File: src/rtl/vram_clear_arbiter_if.sv
// Port bundle shared by the CPU data port, the fill-engine controls and the memory side.
// The slave modport is the arbiter; the master modport is whatever surrounds it.
interface vram_clear_arbiter_if;
  logic        cpu_we;
  logic        cpu_re;
  logic [31:0] cpu_a;
  logic [31:0] cpu_wd;
  logic [31:0] cpu_rd;
  logic        cpu_stall;

  logic        clr_start;
  logic [31:0] clr_data;
  logic        clr_busy;
  logic        clr_done;

  logic        mem_we;
  logic [31:0] mem_a;
  logic [31:0] mem_wd;
  logic [31:0] mem_rd;

  modport slave (
    input  cpu_we, cpu_re, cpu_a, cpu_wd, clr_start, clr_data, mem_rd,
    output cpu_rd, cpu_stall, clr_busy, clr_done, mem_we, mem_a, mem_wd
  );

  modport master (
    output cpu_we, cpu_re, cpu_a, cpu_wd, clr_start, clr_data, mem_rd,
    input  cpu_rd, cpu_stall, clr_busy, clr_done, mem_we, mem_a, mem_wd
  );
endinterface

File: src/rtl/vram_clear_arbiter.sv
// Shares the CPU data-memory port with a VRAM fill engine that writes a latched word
// to every VRAM location; CPU RAM traffic wins unless the engine has starved too long.
module vram_clear_arbiter #(
  parameter int unsigned VRAM_WORDS  = 700,
  parameter logic [31:0] VRAM_BASE   = 32'h0000_4000,
  parameter int unsigned ADDR_STRIDE = 4,
  parameter int unsigned STARVE_MAX  = 4
) (
  input  logic               clk,
  input  logic               reset,
  vram_clear_arbiter_if.slave bus
);

  localparam int unsigned IDX_W = (VRAM_WORDS > 1) ? $clog2(VRAM_WORDS) : 1;
  localparam int unsigned STV_W = (STARVE_MAX > 0) ? $clog2(STARVE_MAX + 1) : 1;
  localparam logic [IDX_W-1:0] IDX_LAST = IDX_W'(VRAM_WORDS - 1);
  localparam logic [STV_W-1:0] STV_MAX  = STV_W'(STARVE_MAX);

  typedef enum logic [1:0] {
    IDLE  = 2'd0,
    CLEAR = 2'd1,
    DONE  = 2'd2
  } state_t;

  state_t            state;
  state_t            state_nxt;
  logic [IDX_W-1:0]  idx;
  logic [31:0]       fill;
  logic [STV_W-1:0]  starve;

  logic              cpu_req;
  logic              cpu_vram;
  logic              cpu_own;
  logic              eng_own;
  logic              eng_last;
  logic [31:0]       eng_addr;

  // Grant decision: outside CLEAR the CPU always owns the port; inside CLEAR only
  // RAM accesses may win, and only while the starvation budget lasts.
  always_comb begin
    cpu_req  = bus.cpu_we | bus.cpu_re;
    cpu_vram = bus.cpu_a[14];
    cpu_own  = (state != CLEAR) || (cpu_req && !cpu_vram && (starve < STV_MAX));
    eng_own  = (state == CLEAR) && !cpu_own;
    eng_last = eng_own && (idx == IDX_LAST);
    eng_addr = VRAM_BASE + (32'(idx) * 32'(ADDR_STRIDE));
  end

  always_ff @(posedge clk or posedge reset) begin
    if (reset) begin
      state <= IDLE;
    end else begin
      state <= state_nxt;
    end
  end

  always_comb begin
    state_nxt = state;
    unique case (state)
      IDLE:    if (bus.clr_start) state_nxt = CLEAR;
      CLEAR:   if (eng_last)      state_nxt = DONE;
      DONE:                       state_nxt = IDLE;
      default:                    state_nxt = IDLE;
    endcase
  end

  always_comb begin
    bus.mem_we    = bus.cpu_we;
    bus.mem_a     = bus.cpu_a;
    bus.mem_wd    = bus.cpu_wd;
    bus.cpu_rd    = bus.mem_rd;
    bus.cpu_stall = 1'b0;
    bus.clr_busy  = (state == CLEAR);
    bus.clr_done  = (state == DONE);
    if (eng_own) begin
      bus.mem_we    = 1'b1;
      bus.mem_a     = eng_addr;
      bus.mem_wd    = fill;
      bus.cpu_rd    = '0;
      bus.cpu_stall = cpu_req;
    end
  end

  // idx wraps to 0 on the final write so it never indexes past the last word.
  always_ff @(posedge clk or posedge reset) begin
    if (reset) begin
      idx    <= '0;
      fill   <= '0;
      starve <= '0;
    end else begin
      unique case (state)
        IDLE: begin
          if (bus.clr_start) begin
            fill   <= bus.clr_data;
            idx    <= '0;
            starve <= '0;
          end
        end
        CLEAR: begin
          if (eng_own) begin
            idx    <= eng_last ? '0 : idx + 1'b1;
            starve <= '0;
          end else begin
            starve <= starve + 1'b1;
          end
        end
        default: begin
          starve <= '0;
        end
      endcase
    end
  end

endmodule

File: src/flat_wrapper.sv
// flat-port wrapper written by rule: the top's interface ports become plain ports
module vram_clear_arbiter_flat 
#(
  parameter int unsigned VRAM_WORDS  = 700,
  parameter logic [31:0] VRAM_BASE   = 32'h0000_4000,
  parameter int unsigned ADDR_STRIDE = 4,
  parameter int unsigned STARVE_MAX  = 4
)
  (clk, reset, bus_cpu_we, bus_cpu_re, bus_cpu_a, bus_cpu_wd, bus_clr_start, bus_clr_data, bus_mem_rd, bus_cpu_rd, bus_cpu_stall, bus_clr_busy, bus_clr_done, bus_mem_we, bus_mem_a, bus_mem_wd);
  vram_clear_arbiter_if bus_i ();
  input  logic clk;
  input  logic reset;
  input wire logic [$bits(bus_i.cpu_we)-1:0] bus_cpu_we;
  input wire logic [$bits(bus_i.cpu_re)-1:0] bus_cpu_re;
  input wire logic [$bits(bus_i.cpu_a)-1:0] bus_cpu_a;
  input wire logic [$bits(bus_i.cpu_wd)-1:0] bus_cpu_wd;
  input wire logic [$bits(bus_i.clr_start)-1:0] bus_clr_start;
  input wire logic [$bits(bus_i.clr_data)-1:0] bus_clr_data;
  input wire logic [$bits(bus_i.mem_rd)-1:0] bus_mem_rd;
  output wire logic [$bits(bus_i.cpu_rd)-1:0] bus_cpu_rd;
  output wire logic [$bits(bus_i.cpu_stall)-1:0] bus_cpu_stall;
  output wire logic [$bits(bus_i.clr_busy)-1:0] bus_clr_busy;
  output wire logic [$bits(bus_i.clr_done)-1:0] bus_clr_done;
  output wire logic [$bits(bus_i.mem_we)-1:0] bus_mem_we;
  output wire logic [$bits(bus_i.mem_a)-1:0] bus_mem_a;
  output wire logic [$bits(bus_i.mem_wd)-1:0] bus_mem_wd;
  assign bus_i.cpu_we = bus_cpu_we;
  assign bus_i.cpu_re = bus_cpu_re;
  assign bus_i.cpu_a = bus_cpu_a;
  assign bus_i.cpu_wd = bus_cpu_wd;
  assign bus_i.clr_start = bus_clr_start;
  assign bus_i.clr_data = bus_clr_data;
  assign bus_i.mem_rd = bus_mem_rd;
  assign bus_cpu_rd = bus_i.cpu_rd;
  assign bus_cpu_stall = bus_i.cpu_stall;
  assign bus_clr_busy = bus_i.clr_busy;
  assign bus_clr_done = bus_i.clr_done;
  assign bus_mem_we = bus_i.mem_we;
  assign bus_mem_a = bus_i.mem_a;
  assign bus_mem_wd = bus_i.mem_wd;
  vram_clear_arbiter #(.VRAM_WORDS(VRAM_WORDS), .VRAM_BASE(VRAM_BASE), .ADDR_STRIDE(ADDR_STRIDE), .STARVE_MAX(STARVE_MAX)) u_core (.clk(clk), .reset(reset), .bus(bus_i));
endmodule
File: config.mk
export PLATFORM = sky130hd
export DESIGN_NAME = vram_clear_arbiter_flat
export DESIGN_NICKNAME = d
export VERILOG_FILES = /design/src/rtl/vram_clear_arbiter_if.sv /design/src/rtl/vram_clear_arbiter.sv /design/src/flat_wrapper.sv
export SDC_FILE = /design/constraint.sdc
export NUM_CORES = 1
export LEC_CHECK = 0
export CAP_MARGIN = 20
export CORE_MARGIN = 3
export CORE_UTILIZATION = 36
export CTS_CLUSTER_DIAMETER = 80
export DETAILED_ROUTE_END_ITERATION = 8
export PLACE_DENSITY = 0.86
export SETUP_SLACK_MARGIN = 0.02
export SLEW_MARGIN = 10
export SYNTH_ARGS = -nofsm -noshare
export SYNTH_HDL_FRONTEND = slang
export SYNTH_SLANG_ARGS = --single-unit
File: constraint.sdc
create_clock -name clk -period 4.6 [get_ports clk]
set_input_delay 0.46 -clock clk [delete_from_list [all_inputs] [get_ports clk]]
set_output_delay 0.46 -clock clk [all_outputs]
set_load 0.02 [all_outputs]
==> reports/metrics.yaml <==
grt_max_degree: 57
ctsRootBufferMaster: "clkbuf_8"
cts_num_sinks: 47
dp_cells: 736
rows: 32
max_cap_violations: 0
clk_path_buf_depth: 2
routed_wirelength_mm: 11.0
grt_pass1_wl_mm: 17.7
internal_power_mw: 1.09
drtIter0Drc: 157
finClkSkew_ns: 0.00537
drt_drc_violations_left: 0
drive_gt1_share_pct: 3.27
grt_pass1_vias: 3488
setup_viol: 0
netlist_area_um2: 2970
p_per_area_nw_per_um2: 321
synth_nets: 559
required_ns: 4.14
io_pins: 233
worstMarginPinSlew_ns: 0.954
syn_to_final_growth_pct: 83.5
placed_area_um2: 5340
final_cell_mix: "nand2_1 (236), clkdlybuf4s50_1 (232), and2_1 (53)"
synth_warnings: 0
grt-ovfl-total: 0
max_freq_ghz: 0.318
place_ws_ns: 1.46
utilization_pct: 69.4
die_width_um: 96.8
die_h_um: 96.8
fin_crit_ns: 3.15
post_cts_buffers: 0
diodes: 0
holdBufCountCts: 0
cts_tree: "yes"
crit_path_cell_trace: "clkdlybuf4s50_1 -> or2_1 -> o21ai_4 -> buf_4 -> nand2_1 -> nand2_1 -> clkdlybuf4s50_1"
p_switching_mw: 0.654
fillCellCount: 648
die-area_um2: 9360
design_area_um2: 5440
ys_seq_area_share_pct: 39.7
power_frac_clock_pct: 15.8
dp_hpwl_mm: 8.50
combPwrFrac_pct: 48.7
rsz0062_at_grt: "no"
irDropWorstVdd_mv: 0.220
slew_headroom_pct: 36.3
final_antenna_net_count: 0
cp_max_fo: 55
status: "completed"
viasPerCell: 4.70
vias: 3494
clk_pin_slew_ns: 0.08
cts_made_buffers: 5
min_path_type: "register to register"
power_mw: 1.74
endpoint_kind: "primary output"
holdWs_ns: 0.480
dr.pass1.iters: 4
core_region_area_um2: 7850
synth_seq_cells: 47
antenna_found_initial: 0
final_common_cell: "nand2_1"
syn_area_per_cell_um2: 6.99
start_util_pct: 37.8
nets: 776
portBuffers: 232
r2r_slack_ns: 2.69
sw_frac_of_total_pct: 37.5
critical_path_arrival_ns: 2.69
fin_crit_sh_pct: 68.5
netlist_instances: 424
seq_power_share_pct: 35.5
htreeDepth: 2
critPathMaxStageDelay_ns: 0.61
wl_per_cell_um: 14.8
layout_setup_ws_ns: 1.45
drv_slew: 0
fin_cells: 744
ys_types: 34
slowest_stage: "clkdlybuf4s50_1"
clock_latency_ns: 0.30
cts_resized: 0
hold_violations: 0
worstSetupPathType: "primary input to primary output"
gp_congestion: 0.897
tns_ns: 0
p_leak_nw: 2.55
globalRouteTotalUtil_pct: 22.8
start_kind: "primary input"
## registers in the layout, summed over array words and instances (netlist names)
signal / cells
u_core.idx: 10
u_core.starve: 3
u_core.state: 2
u_core.fill: 32
## path summary, 6_finish.rpt
check	end	cells after the start	startpoint
setup / recovery	bus_mem_wd[1]	7	bus_cpu_a[14]
hold / removal	u_core.fill[7]	2	u_core.fill[7]
setup reg to reg	u_core.idx[9]	5	u_core.state[0]
hold reg to reg	u_core.fill[7]	2	u_core.fill[7]
max in group asynchronous	u_core.fill[11]	2	reset
min in group asynchronous	u_core.fill[14]	2	reset
## cell usage after synthesis
cell | n | area share [%]
o2111ai_1 | 5 | 1.5
or2_1 | 1 | 0.21
buf_6 | 1 | 0.38
nand3_1 | 5 | 0.84
inv_1 | 2 | 0.25
nor3b_2 | 1 | 0.42
or4_1 | 4 | 1.0
o21a_1 | 1 | 0.25
nand4b_1 | 1 | 0.30
clkbuf_1 | 13 | 1.6
and4bb_2 | 2 | 0.84
and2_1 | 53 | 11
ha_1 | 2 | 0.84
a32oi_1 | 2 | 0.59
o2111ai_4 | 1 | 0.89
nor2b_1 | 1 | 0.21
a21o_1 | 1 | 0.25
nand2b_1 | 2 | 0.42
nand4_1 | 2 | 0.42
buf_2 | 12 | 2.0
o21ai_2 | 1 | 0.30
nor2b_4 | 1 | 0.46
nand2_1 | 236 | 30
buf_4 | 1 | 0.25
dfrtp_1 | 47 | 40
nor2_2 | 1 | 0.21
and3_1 | 2 | 0.42
and4_1 | 1 | 0.30
mux2i_1 | 3 | 1.0
o21ai_0 | 5 | 0.84
nor2_1 | 10 | 1.3
o311ai_1 | 1 | 0.30
a21oi_1 | 2 | 0.34
nor4b_1 | 1 | 0.30
## layer usage
metal  GRT usage, %  share of wire (%)  vias to the layer above
li1               -                  -                     1757
met1           29.7                 44                     1607
met2           39.1                 50                      119
met3           4.83                5.9                       11
met4           4.86                1.0                        0
met5              0                  0                        -
## layout make-up
class	count	area [um2]	share of cell area [%]
clock buffer	7	96.3	1.77
inverter	2	7.51	0.138
clock inverter	1	7.51	0.138
sequential	47	1180	21.6
tap	102	128	2.34
timing repair buffer	237	2360	43.4
multi-input combinational	348	1670	30.6
## cells by family (layout without fill, tap and decap cells)
| logic type | Yosys count | after routing | synth area share (%) |
|---|---|---|---|
| flip-flops | 47 | 47 | 39.7 |
| adder cells (fa/ha/maj) | 2 | 2 | 0.844 |
| AND/OR/NAND/NOR | 324 | 324 | 48.7 |
| buffers and inverters | 29 | 247 | 4.56 |
| AO/OA/AOI/OAI | 19 | 19 | 5.23 |
| multiplexers | 3 | 3 | 1.01 |
## worst max-delay path, delay by kind of cell
| kind | cells | cell delay, ns |
|---|---|---|
| compound gates | 1 | 0.17 |
| simple gates | 3 | 0.54 |
| buf+inv | 3 | 1.50 |
## power groups by stage
stage	logic, mW	clock network, mW	registers (mW)
floorplan	0.449	0	0.597
global placement	0.835	0	0.618
detailed placement	0.854	0	0.625
CTS	0.858	0.282	0.618
global route	0.925	0.299	0.636
finish	0.850	0.275	0.620
No activity file was read; power rests on OpenSTA's default activity.
